File: src/rtl/kbd_pkg.sv
// Shared scancode constants, intake FSM state type and the Set-2 to ASCII lookup
// for the keyboard scancode decoder.
package kbd_pkg;

   localparam logic [7:0] SC_BREAK  = 8'hF0;
   localparam logic [7:0] SC_EXT    = 8'hE0;
   localparam logic [7:0] SC_LSHIFT = 8'h12;
   localparam logic [7:0] SC_RSHIFT = 8'h59;
   localparam logic [7:0] SC_CAPS   = 8'h58;

   typedef enum logic [1:0] {
      StIdle,
      StAck,
      StWaitClr
   } intake_state_e;

   typedef struct packed {
      logic       valid;
      logic [7:0] ascii;
   } lookup_t;

   function automatic lookup_t ascii_lookup(input logic [7:0] code, input logic shift,
                                            input logic caps);
      lookup_t    r;
      logic [7:0] letter;
      r      = '0;
      letter = '0;
      case (code)
         8'h1C: letter = 8'h61;  8'h32: letter = 8'h62;  8'h21: letter = 8'h63;
         8'h23: letter = 8'h64;  8'h24: letter = 8'h65;  8'h2B: letter = 8'h66;
         8'h34: letter = 8'h67;  8'h33: letter = 8'h68;  8'h43: letter = 8'h69;
         8'h3B: letter = 8'h6A;  8'h42: letter = 8'h6B;  8'h4B: letter = 8'h6C;
         8'h3A: letter = 8'h6D;  8'h31: letter = 8'h6E;  8'h44: letter = 8'h6F;
         8'h4D: letter = 8'h70;  8'h15: letter = 8'h71;  8'h2D: letter = 8'h72;
         8'h1B: letter = 8'h73;  8'h2C: letter = 8'h74;  8'h3C: letter = 8'h75;
         8'h2A: letter = 8'h76;  8'h1D: letter = 8'h77;  8'h22: letter = 8'h78;
         8'h35: letter = 8'h79;  8'h1A: letter = 8'h7A;
         8'h45: r = '{valid: 1'b1, ascii: shift ? 8'h29 : 8'h30};
         8'h16: r = '{valid: 1'b1, ascii: shift ? 8'h21 : 8'h31};
         8'h1E: r = '{valid: 1'b1, ascii: shift ? 8'h40 : 8'h32};
         8'h26: r = '{valid: 1'b1, ascii: shift ? 8'h23 : 8'h33};
         8'h25: r = '{valid: 1'b1, ascii: shift ? 8'h24 : 8'h34};
         8'h2E: r = '{valid: 1'b1, ascii: shift ? 8'h25 : 8'h35};
         8'h36: r = '{valid: 1'b1, ascii: shift ? 8'h5E : 8'h36};
         8'h3D: r = '{valid: 1'b1, ascii: shift ? 8'h26 : 8'h37};
         8'h3E: r = '{valid: 1'b1, ascii: shift ? 8'h2A : 8'h38};
         8'h46: r = '{valid: 1'b1, ascii: shift ? 8'h28 : 8'h39};
         8'h29: r = '{valid: 1'b1, ascii: 8'h20};
         8'h5A: r = '{valid: 1'b1, ascii: 8'h0D};
         8'h66: r = '{valid: 1'b1, ascii: 8'h08};
         8'h0D: r = '{valid: 1'b1, ascii: 8'h09};
         default: r = '0;
      endcase
      if (letter != 8'h00) begin
         r.valid = 1'b1;
         r.ascii = (shift ^ caps) ? letter - 8'h20 : letter;
      end
      return r;
   endfunction

endpackage

File: src/rtl/kbd_fifo.sv
// First-word fall-through FIFO; full/empty told apart by an extra pointer bit.
module kbd_fifo #(
   parameter int unsigned Depth = 8,
   parameter int unsigned Width = 8
) (
   input  logic             fclk,
   input  logic             rst,
   input  logic             push,
   input  logic [Width-1:0] wdata,
   input  logic             pop,
   output logic [Width-1:0] rdata,
   output logic             full,
   output logic             empty
);

   localparam int unsigned AW = $clog2(Depth);

   logic [Width-1:0] mem_q [Depth];
   logic [AW:0]      wptr_q, rptr_q;
   logic             do_push, do_pop;

   assign empty   = (wptr_q == rptr_q);
   assign full    = (wptr_q[AW] != rptr_q[AW]) && (wptr_q[AW-1:0] == rptr_q[AW-1:0]);
   assign do_pop  = pop & ~empty;
   // A pop in the same cycle frees a slot, so a push while full still lands.
   assign do_push = push & (~full | do_pop);
   assign rdata   = mem_q[rptr_q[AW-1:0]];

   always_ff @(posedge fclk or negedge rst) begin
      if (!rst) begin
         wptr_q <= '0;
         rptr_q <= '0;
         for (int i = 0; i < int'(Depth); i++) mem_q[i] <= '0;
      end else begin
         if (do_push) begin
            mem_q[wptr_q[AW-1:0]] <= wdata;
            wptr_q                <= wptr_q + (AW+1)'(1);
         end
         if (do_pop) rptr_q <= rptr_q + (AW+1)'(1);
      end
   end

endmodule

File: src/rtl/kbd_scancode_decoder.sv
// PS/2 Set-2 scancode to ASCII decoder with character FIFO.
// Optional KBD_BREAK_EVENTS_EN: also queue key releases with data_out[8] set.
module kbd_scancode_decoder
   import kbd_pkg::*;
#(
   parameter int unsigned DEPTH = 8
) (
   input  logic       fclk,
   input  logic       rst,
   input  logic [7:0] code_in,
   input  logic       code_valid,
   output logic       code_ack,
   input  logic       rd,
   output logic [8:0] data_out,
   output logic       data_avail,
   output logic       overflow,
   input  logic       ovf_clr
);

`ifdef KBD_BREAK_EVENTS_EN
   localparam int unsigned FW = 9;
`else
   localparam int unsigned FW = 8;
`endif

   intake_state_e state_q;
   logic [7:0]    code_q;
   logic          ack_q, ext_pend_q, brk_pend_q, shift_l_q, shift_r_q, caps_q, ovf_q;
   lookup_t       lk;
   logic          is_prefix, push, full, empty, drop;
   logic [FW-1:0] wdata, rdata;

   always_comb begin
      lk        = ascii_lookup(code_q, shift_l_q | shift_r_q, caps_q);
      is_prefix = (code_q == SC_EXT) || (code_q == SC_BREAK);
`ifdef KBD_BREAK_EVENTS_EN
      push      = (state_q == StAck) && !is_prefix && !ext_pend_q && lk.valid;
      wdata     = {brk_pend_q, lk.ascii};
      data_out  = rdata;
`else
      push      = (state_q == StAck) && !is_prefix && !ext_pend_q && !brk_pend_q && lk.valid;
      wdata     = lk.ascii;
      data_out  = {1'b0, rdata};
`endif
      drop      = push & full & ~rd;
   end

   always_ff @(posedge fclk or negedge rst) begin
      if (!rst) begin
         state_q    <= StIdle;
         code_q     <= '0;
         ack_q      <= 1'b0;
         ext_pend_q <= 1'b0;
         brk_pend_q <= 1'b0;
         shift_l_q  <= 1'b0;
         shift_r_q  <= 1'b0;
         caps_q     <= 1'b0;
      end else begin
         case (state_q)
            StIdle: begin
               if (code_valid) begin
                  code_q  <= code_in;
                  ack_q   <= 1'b1;
                  state_q <= StAck;
               end
            end
            StAck: begin
               ack_q   <= 1'b0;
               state_q <= StWaitClr;
               if (code_q == SC_EXT) begin
                  ext_pend_q <= 1'b1;
               end else if (code_q == SC_BREAK) begin
                  brk_pend_q <= 1'b1;
               end else begin
                  ext_pend_q <= 1'b0;
                  brk_pend_q <= 1'b0;
                  // Extended events, including the fake shift E0 12, leave modifiers alone.
                  if (!ext_pend_q) begin
                     if (code_q == SC_LSHIFT) shift_l_q <= ~brk_pend_q;
                     if (code_q == SC_RSHIFT) shift_r_q <= ~brk_pend_q;
                     if (code_q == SC_CAPS && !brk_pend_q) caps_q <= ~caps_q;
                  end
               end
            end
            StWaitClr: if (!code_valid) state_q <= StIdle;
            default:   state_q <= StIdle;
         endcase
      end
   end

   always_ff @(posedge fclk or negedge rst) begin
      if (!rst)         ovf_q <= 1'b0;
      else if (drop)    ovf_q <= 1'b1;
      else if (ovf_clr) ovf_q <= 1'b0;
   end

   kbd_fifo #(
      .Depth (DEPTH),
      .Width (FW)
   ) u_fifo (
      .fclk  (fclk),
      .rst   (rst),
      .push  (push),
      .wdata (wdata),
      .pop   (rd),
      .rdata (rdata),
      .full  (full),
      .empty (empty)
   );

   assign code_ack   = ack_q;
   assign data_avail = ~empty;
   assign overflow   = ovf_q;

endmodule

File: config.mk
export PLATFORM = sky130hd
export DESIGN_NAME = kbd_scancode_decoder
export DESIGN_NICKNAME = d
export VERILOG_FILES = /design/src/rtl/kbd_pkg.sv /design/src/rtl/kbd_fifo.sv /design/src/rtl/kbd_scancode_decoder.sv
export SDC_FILE = /design/constraint.sdc
export NUM_CORES = 1
export LEC_CHECK = 0
export CORE_MARGIN = 1
export CORE_UTILIZATION = 55
export DETAILED_ROUTE_END_ITERATION = 8
export PLACE_DENSITY = 0.74
export REMOVE_ABC_BUFFERS = 1
export SLEW_MARGIN = 10
export SYNTH_ARGS = -nofsm -noshare
export SYNTH_HDL_FRONTEND = slang
export SYNTH_HIERARCHICAL = 1
export SYNTH_SLANG_ARGS = --single-unit
export TNS_END_PERCENT = 1
File: constraint.sdc
create_clock -name fclk -period 3.6 [get_ports fclk]
set_input_delay 1.08 -clock fclk [delete_from_list [all_inputs] [get_ports fclk]]
set_output_delay 1.08 -clock fclk [all_outputs]
set_load 0.01 [all_outputs]
* Word level (Yosys, flattened, before mapping)
Cells that the tools add are included.
** Operators by class
- Reductions and logical operators :: 23
- Multiplexer cells :: 30
- Equality and inequality tests :: 53
- Add/sub/neg operators :: 3
- Order comparisons :: 3
- Bitwise logic cells :: 17
** Operator list (count)
- 8-bit by 6-bit equality test with 1-bit output, second input constant :: 23
- 7-bit one-hot mux with 26 select lines :: 1
- 9-bit one-hot mux with 14 select lines :: 1
- 8-bit by 7-bit equality test with 1-bit output, second input constant :: 11
- 64-bit bitwise mux :: 1
- 8-bit by 5-bit equality test with 1-bit output, second input constant :: 8
- 5-bit 2-to-1 mux :: 8
- 8-bit 2-to-1 mux :: 4
- 8-bit binary-select mux with 3-bit select :: 1
- 8-bit demux with 3-bit select :: 1
- 8-bit equality test, second input constant :: 2
- 5-bit AND reduction :: 3
- 7-bit 2-to-1 mux :: 2
- 2-bit AND reduction :: 5
- 9-bit 2-to-1 mux :: 1
- 4-bit by 1-bit adder with 4-bit output, second input constant :: 2
- 8-bit by 4-bit equality test with 1-bit output, second input constant :: 1
- 4-bit greater-or-equal comparator, second input constant :: 2
- 1-bit NOT :: 8
- 3-bit NOT with 4-bit output :: 2
- 8-bit nonzero test :: 1
- 8-bit by 6-bit subtractor with 8-bit output, second input constant :: 1
- 1-bit logical AND :: 7
- 1-bit 2-to-1 mux :: 6
- 17 further kinds :: 27
** Word-level totals
- Flip-flop bits (word level) :: 89
- Output and inout port bits :: 12
- Input port bits :: 13
- Word-level logic and storage cells :: 148

* Logic depth before layout (Yosys ltp)
Gate-level depths: netlist of the first run.
- Word-level depth :: 10
- Gate-level depth with buffers :: 12
- Gate-level depth less buffers :: 10

* Hierarchy
The synthesis of the first run kept the hierarchy.
** Modules (own cells, without submodules)
- kbd_fifo :: area each 3539.6 µm², instances 1, seq. area each 1801.7 µm², cells an instance 215
- kbd_scancode_decoder :: area each 1773.0 µm², instances 1, seq. area each 425.4 µm², cells an instance 234

* Worst setup path after synthesis of the first run
No wires, ideal clock.
- Kind :: register to register
- Start :: reg code_q[5]
- End :: reg u_fifo/mem_q[32] (netlist bit)
- Cell stages (with the launch flop) :: 12
- Setup time :: 125 ps
- Path buffers :: 2
- Arrival time :: 3068 ps
- Data required time :: 3475 ps
- Setup slack :: 408 ps
- Period minus slack after synthesis :: 3192 ps
- Path through :: dfrtp_1 > buf_2 > or4b_1 > buf_2 > nor4_2 > a21oi_1 > o211ai_2 > nor2_2 > a31oi_1 > nand2_1 > a2111oi_4 > mux2_2
** On the way
- Longest elaborated chain between the ends :: 8
- Elaborated cells on any way between the ends :: 56
- Those cells by class :: add/sub: 1; eq/ne: 42; mux: 5; bitwise: 1; reduce/logical: 7
** Ends and longest elaborated chain
- start, declared :: RTL line kbd_scancode_decoder.sv:27 : logic [7:0] code_q;
- start signal, assigned :: RTL line kbd_scancode_decoder.sv:62 : code_q <= code_in;
- parallel branches: the longest is 6 deep, another holds 7-bit one-hot mux with 26 select lines
- 1-bit logical AND * :: RTL line kbd_scancode_decoder.sv:41 : push = (state_q == StAck) && !is_prefix && !ext_pend_q && !brk_pend_q && lk.valid;
- via push :: RTL line kbd_scancode_decoder.sv:30 : logic is_prefix, push, full, empty, drop;
- 1-bit bitwise AND * :: RTL line kbd_fifo.sv:26 : assign do_push = push & (~full | do_pop);
- end signal, assigned by index :: RTL line kbd_fifo.sv:36 : mem_q[wptr_q[AW-1:0]] <= wdata;
- end, declared :: RTL line kbd_fifo.sv:18 : logic [Width-1:0] mem_q [Depth];
Mark *: on every way through the listed nets, which the timed path passes.
A chain may end at the register's enable or synchronous reset.

* Worst setup path after layout of the first run
- Start :: reg u_fifo.rptr_q[0]
- End :: out data_out[1]
** On the way
- Longest elaborated chain between the ends :: 4
** Ends and longest elaborated chain
- start, declared :: RTL line kbd_fifo.sv:19 : logic [AW:0] wptr_q, rptr_q;
- start signal, assigned :: RTL line kbd_fifo.sv:39 : if (do_pop) rptr_q <= rptr_q + (AW+1)'(1);
- 3-bit NOT with 4-bit output (not written as such) :: RTL line kbd_fifo.sv:27 : assign rdata = mem_q[rptr_q[AW-1:0]];
- 8-bit binary-select mux with 3-bit select :: RTL line kbd_fifo.sv:27
- 8-bit 2-to-1 mux (not written as such) (2 in a row) :: RTL line kbd_fifo.sv:27
- end, declared :: RTL line kbd_scancode_decoder.sv:14 : output logic [8:0] data_out,
Every way passes these cells. The select of a mux whose other input is x is not followed.

==> impl_metrics.env, run 1 <==
export IMPL_antenna_found_initial=0
export IMPL_grt_pass1_wl_mm=20.18
export IMPL_wire_per_inst_um=19.42
export IMPL_async_flop_share_pct=100.0
export IMPL_die_h_um=100.3
export IMPL_power_density_nw_per_um2=670.8
export IMPL_port_buffers=23
export IMPL_power_leakage_nw=2.604
export IMPL_routed_wl_mm=12.02
export IMPL_endpoint_kind="output pin"
export IMPL_synthTopCellsByArea="dfrtp_1, mux2_2, mux2_1, mux4_2, nor2_1"
export IMPL_path_delay_family="multiplexers"
export IMPL_overflow=0
export IMPL_yosys_warnings=6
export IMPL_cts_max_path_buffers=2
export IMPL_die_area_sq_um=10060
export IMPL_worst_setup_path_type="reg2out"
export IMPL_synth_seq_cells=89
export IMPL_cts_max_level=3
export IMPL_relSlewSlack_pct=43.42
export IMPL_yosysTopAreaCellShare_pct=41.92
export IMPL_fin_skew_ns=0.01176
export IMPL_setup_viol=0
export IMPL_top_usage_layer="met1"
export IMPL_io_pins=25
export IMPL_synth_most_common_cell="dfrtp_1"
export IMPL_ctsResizeCount=0
export IMPL_fp_dieW_um=100.3
export IMPL_critPathBufInv=2
export IMPL_tightest_slew_ns=0.8377
export IMPL_hold_violations=0
export IMPL_via_per_inst=6.095
export IMPL_period_share_pct=93.09
export IMPL_initial_utilization_pct=57.22
export IMPL_grt_max_degree=47
export IMPL_met2_usage_pct=39.52
export IMPL_status="completed"
export IMPL_antenna_cells=0
export IMPL_ys_types=76
export IMPL_cts_hold_buf=0
export IMPL_cts_sinks=89
export IMPL_place_gp_congestion=1.024
export IMPL_crit_chain="buf_12, mux4_2, mux2_2, clkdlybuf4s50_1"
export IMPL_synth_edf_count=0
export IMPL_synth_common_cells="dfrtp_1, mux2_2, mux2_1"
export IMPL_fillers=750
export IMPL_drc=0
export IMPL_cp_required_ns=2.52
export IMPL_max_cap_viol_count=0
export IMPL_syn_mean_instance_area_sq_um=11.83
export IMPL_cpPeakStageDelay_ns=0.53
export IMPL_crit_start="u_fifo/rptr_q[0]"
export IMPL_ys_seq_area_share_pct=41.92
export IMPL_netlist_area_sq_um=5313
export IMPL_cts_made_buffers=9
export IMPL_finalPower_w=0.004000
export IMPL_fin_crit_ns=3.351
export IMPL_tns_ns=0
export IMPL_row_count=35
export IMPL_drive_gt1_share_pct=28.57
export IMPL_core_area_sq_um=9284
export IMPL_postCtsSetupBuffers=0
export IMPL_yosys_area_top_type="dfrtp_1"
export IMPL_clock_latency_ns=0.37
export IMPL_vias=3773
export IMPL_ant_nets=0
export IMPL_hold_path_class="reg2reg"
export IMPL_cts_tree="done"
export IMPL_fmax_ghz=0.2984
export IMPL_grt_met3_usage_pct=5.432
export IMPL_cts_root_buf="clkbuf_8"
export IMPL_synthCells=449
export IMPL_critPathMaxFanout=20
export IMPL_r2r_start="code_q[0]"
export IMPL_cp_arrival_ns=2.27
export IMPL_hp_start="u_fifo/mem_q[40]"
export IMPL_initialDrtViolationCount=276
export IMPL_peakVddDrop_uv=415.0
export IMPL_final_net_count=502
export IMPL_path_clk_slew_ns=0.10
export IMPL_firstDrtPassIters=5
export IMPL_use_met1_pct=39.65
export IMPL_dp_hpwl_mm=8.654
export IMPL_area_delta_synth_final_pct=12.25
export IMPL_grt_pass1_vias=3758
export IMPL_critPathSlowestCell="mux4_2"
export IMPL_track_usage_pct=26.42
export IMPL_cp_start_kind="flip-flop"
export IMPL_slew_violations=0
export IMPL_rsz0062_at_grt="no"
export IMPL_synth_top_flop_cell="dfrtp_1"
-- sequential cells by signal (all words and copies together), names as in the netlist --
signal	count
brk_pend_q	1
caps_q	1
code_ack	1
code_q	8
ext_pend_q	1
overflow	1
shift_l_q	1
shift_r_q	1
state_q	2
u_fifo/mem_q	64
u_fifo/rptr_q	4
u_fifo/wptr_q	4
-- power by group --
part / leakage (nW) / switching (W) / internal, W / total (W)
sequential: 1.20 / 0.000244 / 0.00115 / 0.00140
combinational: 1.30 / 0.00113 / 0.000799 / 0.00193
clock: 0.0966 / 0.000405 / 0.000271 / 0.000676
total: 2.60 / 0.00178 / 0.00222 / 0.00400
-- worst register-to-register path, stage by stage, from the launching register on --
cell and delay (ns):
dfrtp_1 0.63, nor3b_1 0.22, o21ai_0 0.14, or3b_1 0.44, and4_1 0.28, a31oi_1 0.29, buf_4 0.20, nor4b_1 0.42
o21ai_4 0.20, mux2_1 0.35
-- area by class of cell --
cell class                      count  area (sq um)  share of cell area (%)
Tap cell                          129         161.4                   2.707
Clock buffer                        9         123.9                   2.077
Clock inverter                      7         72.57                   1.217
Inverter                           10         37.54                  0.6295
Sequential cell                    89          2227                   37.35
Timing Repair Buffer               57         495.5                   8.309
Multi-Input combinational cell    318          2845                   47.71
-- logic make-up after synthesis --
kind of cell	after synthesis	synth area share, %
compound gates	75	11.02
xor+xnor	16	3.698
buf+inv	42	4.522
flops	89	41.92
other cells	1	0.07059
fa+ha+maj	4	0.9421
simple gates	126	14.11
mux	96	23.72
-- metrics by stage --
stage	cell area [sq um]	hold WS (ns)	utilization [%]	worst slack, ns	instances
after global routing	5963	0.5197	64.23	0.04912	619
after global placement	5767	0.4685	62.12	0.4020	603
final	5963	0.4979	64.23	0.2486	619
after floorplan	5110	0.4587	-	0.1447	417
after detailed placement	5767	0.4776	62.12	0.3498	603
after CTS	5963	0.4991	64.23	0.2121	619
-- placed cells by master, fill, tap and decap left out, types with 3 or more instances in the layout --
master	count
dfrtp_1	89
mux2_2	47
buf_4	34
mux2_1	32
nor2_1	27
clkdlybuf4s50_1	22
nand2_1	17
mux4_2	16
o21ai_0	12
a21oi_1	12
nand2b_1	11
xnor2_1	10
nor2b_1	10
nor3_1	10
inv_1	9
clkbuf_8	9
nand3_1	8
o211ai_1	8
a31oi_1	6
and3_1	5
a211oi_1	4
nand4_1	4
nor4_1	4
nand3b_1	4
nor4b_1	4
ha_1	4
o21ai_4	4
o22ai_1	3
o31ai_1	3
xor2_4	3
xor2_1	3
-- per-layer routing --
layer	wire length, um	share of wire, %
met1	5644	47
met2	5420	45
met3	782	6.5
met4	170	1.4
met5	0	0
-- worst paths after layout --
| kind | to | slack (ns) | depth (start not counted) |
|---|---|---|---|
| worst max register to register | u_fifo/mem_q[53] | 0.32 | 9 |
| max in group asynchronous | u_fifo/mem_q[0] | 2.10 | 2 |
| min in group asynchronous | code_q[2] | 0.70 | 1 |
| worst min-delay path | u_fifo/mem_q[40] | 0.50 | 1 |
| worst min register to register | u_fifo/mem_q[40] | 0.50 | 1 |
| worst max-delay path | data_out[1] | 0.25 | 4 |
No activity file was read; power rests on OpenSTA's default activity.
==> inputs of run 2 (changes only) <==
--- a/config.mk
+++ b/config.mk
@@ -10,7 +10,6 @@
 export DETAILED_ROUTE_END_ITERATION = 8
 export PLACE_DENSITY = 0.74
 export REMOVE_ABC_BUFFERS = 1
-export SLEW_MARGIN = 10
 export SYNTH_ARGS = -nofsm -noshare
 export SYNTH_HDL_FRONTEND = slang
 export SYNTH_HIERARCHICAL = 1
==> results of run 2 <==
No change in the layout: final DEF, timing and power equal those of run 1.
==> inputs of run 3 (changes only) <==
--- a/config.mk
+++ b/config.mk
@@ -6,10 +6,10 @@
 export NUM_CORES = 1
 export LEC_CHECK = 0
 export CORE_MARGIN = 1
-export CORE_UTILIZATION = 55
+export CORE_UTILIZATION = 45
 export DETAILED_ROUTE_END_ITERATION = 8
-export PLACE_DENSITY = 0.74
 export REMOVE_ABC_BUFFERS = 1
+export SKIP_LAST_GASP = 1
 export SYNTH_ARGS = -nofsm -noshare
 export SYNTH_HDL_FRONTEND = slang
 export SYNTH_HIERARCHICAL = 1
==> constraint.sdc (replaced) <==
create_clock -name fclk -period 3.6 [get_ports fclk]
set_input_delay 1.08 -clock fclk [delete_from_list [all_inputs] [get_ports fclk]]
set_output_delay 1.08 -clock fclk [all_outputs]
set_load 0.05 [all_outputs]
==> run 3 against run 2 <==
Clock skew fell by 0.0045 ns. Largest cell class unchanged. First-iteration DRC count rose by 55%. Largest power group unchanged. Maximum frequency rose by 0.63%. Worst hold slack got worse by 0.0099 ns.
==> impl_metrics.env, run 3 (same netlist as run 1, synthesis figures left out) <==
export IMPL_drive_gt1_share_pct=29.57
export IMPL_dp_hpwl_mm=8.384
export IMPL_grt_pass1_wl_mm=20.56
export IMPL_power_switching_w=0.001815
export IMPL_tightest_slew_ns=0.8974
export IMPL_routed_wl_mm=12.07
export IMPL_cts_made_buffers=9
export IMPL_clock_latency_ns=0.34
export IMPL_cts_sinks=89
export IMPL_antenna_found_initial=0
export IMPL_p_sw_share_pct=43.06
export IMPL_cts_max_level=3
export IMPL_track_usage_pct=21.48
export IMPL_cp_arrival_ns=3.56
export IMPL_row_count=39
export IMPL_multiInputGateArea_sq_um=2846
export IMPL_cts_tree="done"
export IMPL_grt_pass1_vias=3762
export IMPL_setup_viol=0
export IMPL_period_share_pct=92.51
export IMPL_crit_chain="nand2b_1, or3_1, a211oi_1, buf_4, nor2_1, a31oi_1, nand2_1, a2111oi_4, buf_4, mux2_2"
export IMPL_wire_per_inst_um=19.15
export IMPL_ant_nets=0
export IMPL_core_area_sq_um=11470
export IMPL_worst_setup_path_type="reg2reg"
export IMPL_endpoint_kind="flip-flop"
export IMPL_p_seq_share_pct=33.4
export IMPL_rsz0062_at_grt="no"
export IMPL_cp_required_ns=3.83
export IMPL_fp_dieW_um=110.7
export IMPL_largest_reg_flops=64
export IMPL_via_per_inst=5.940
export IMPL_area_delta_synth_final_pct=13.21
export IMPL_path_clk_slew_ns=0.07
export IMPL_max_cap_viol_count=0
export IMPL_setup_slack_ns=0.2698
export IMPL_p_comb_share_pct=45.6
export IMPL_final_cell_mix="dfrtp_1, mux2_2, buf_4"
export IMPL_fillers=987
export IMPL_power_density_nw_per_um2=700.7
export IMPL_pre_cts_ws_ns=0.2872
export IMPL_mostFrequentLayoutCell="dfrtp_1"
export IMPL_port_buffers=23
export IMPL_vias=3742
export IMPL_cpPeakStageDelay_ns=0.54
export IMPL_hold_violations=0
export IMPL_die_h_um=110.7
export IMPL_power_frac_clock_pct=20.9
export IMPL_critPathSlowestCell="dfrtp_1"
export IMPL_initialDrtViolationCount=427
export IMPL_cpMostUsedCell="buf_4"
export IMPL_antenna_cells=0
export IMPL_drc=0
export IMPL_fin_skew_ns=0.007293
export IMPL_largest_register="u_fifo/mem_q"
export IMPL_overflow=0
export IMPL_reg_top3="u_fifo/mem_q x64, code_q x8"
export IMPL_cp_start_kind="flip-flop"
export IMPL_io_pins=25
export IMPL_slew_violations=0
export IMPL_die_area_sq_um=12240
export IMPL_fmax_ghz=0.3003
export IMPL_firstDrtPassIters=5
export IMPL_power_leakage_nw=2.640
export IMPL_grt_max_degree=90
export IMPL_hold_worst_slack_ns=0.4880
export IMPL_tns_ns=0
export IMPL_hold_path_class="reg2reg"
export IMPL_initial_utilization_pct=46.33
export IMPL_final_net_count=499
export IMPL_peakVddDrop_uv=492.4
export IMPL_status="completed"
export IMPL_cts_root_buf="clkbuf_16"
export IMPL_critPathMaxFanout=15
export IMPL_place_gp_congestion=0.9280
export IMPL_finalPower_w=0.004215
export IMPL_internal_power_w=0.002400
export IMPL_fin_crit_ns=3.330
export IMPL_cts_max_path_buffers=2
export IMPL_relSlewSlack_pct=39.54
export IMPL_regArea_sq_um=2227
[run 3: what timing repair did]
action,4_1_cts,5_1_grt
setup buffers,0,0
setup endpoints to repair,0,25
endpoints found under the hold margin,0,0
hold buffers,0,0
resized for setup,0,1
[run 3: path summary, 6_finish.rpt]
check                                 startpoint          endpoint  slack, ns  cells past startpoint
worst min register to register  u_fifo/mem_q[40]  u_fifo/mem_q[40]       0.49                      1
max in group asynchronous                    rst   u_fifo/mem_q[9]       2.46                      2
min in group asynchronous                    rst         code_q[0]       0.76                      2
worst max register to register         code_q[1]  u_fifo/mem_q[38]       0.27                     10
worst min-delay path            u_fifo/mem_q[40]  u_fifo/mem_q[40]       0.49                      1
worst max-delay path                   code_q[1]  u_fifo/mem_q[38]       0.27                     10
[run 3: per-layer routing]
layer | share of wire, % | track usage [%] | vias up | wire, um
met5 | 0 | 0 | - | 0
met4 | 1.8 | 8.889 | 0 | 212
met3 | 5.2 | 4.811 | 18 | 623
met2 | 45 | 31.26 | 111 | 5407
met1 | 48 | 30.93 | 1880 | 5823
li1 | - | - | 1733 | -
[run 3: through the flow]
stage               util (%)  area, sq um  std cells
finish                 52.45         6015        630
detailed placement     50.05         5739        614
floorplan                  -         5110        417
global placement       50.05         5739        614
global route           52.45         6015        630
CTS                    52.44         6013        630
[run 3: area by class of cell]
class	instances	share of cell area (%)
inverters	10	0.6241
clock inverters	5	0.6865
well taps	143	2.975
flip-flops and latches	89	37.03
multi-input cells	318	47.33
clock buffers	11	3.869
repair buffers	54	7.489
[run 3: worst max-delay path: cells and delay by family (launching register included)]
kind | cells | cell delay (ns)
flops | 1 | 0.54
compound gates | 3 | 1.01
mux | 1 | 0.34
simple gates | 4 | 0.90
buf+inv | 2 | 0.43
[run 3: power groups by stage]
stage	sequential, W	clock (W)	combinational (W)
after floorplan	0.00156	0	0.00108
after global placement	0.00142	0	0.00192
after detailed placement	0.00143	0	0.00191
after CTS	0.00141	0.000904	0.00192
after global routing	0.00144	0.000953	0.00210
final	0.00141	0.000882	0.00192
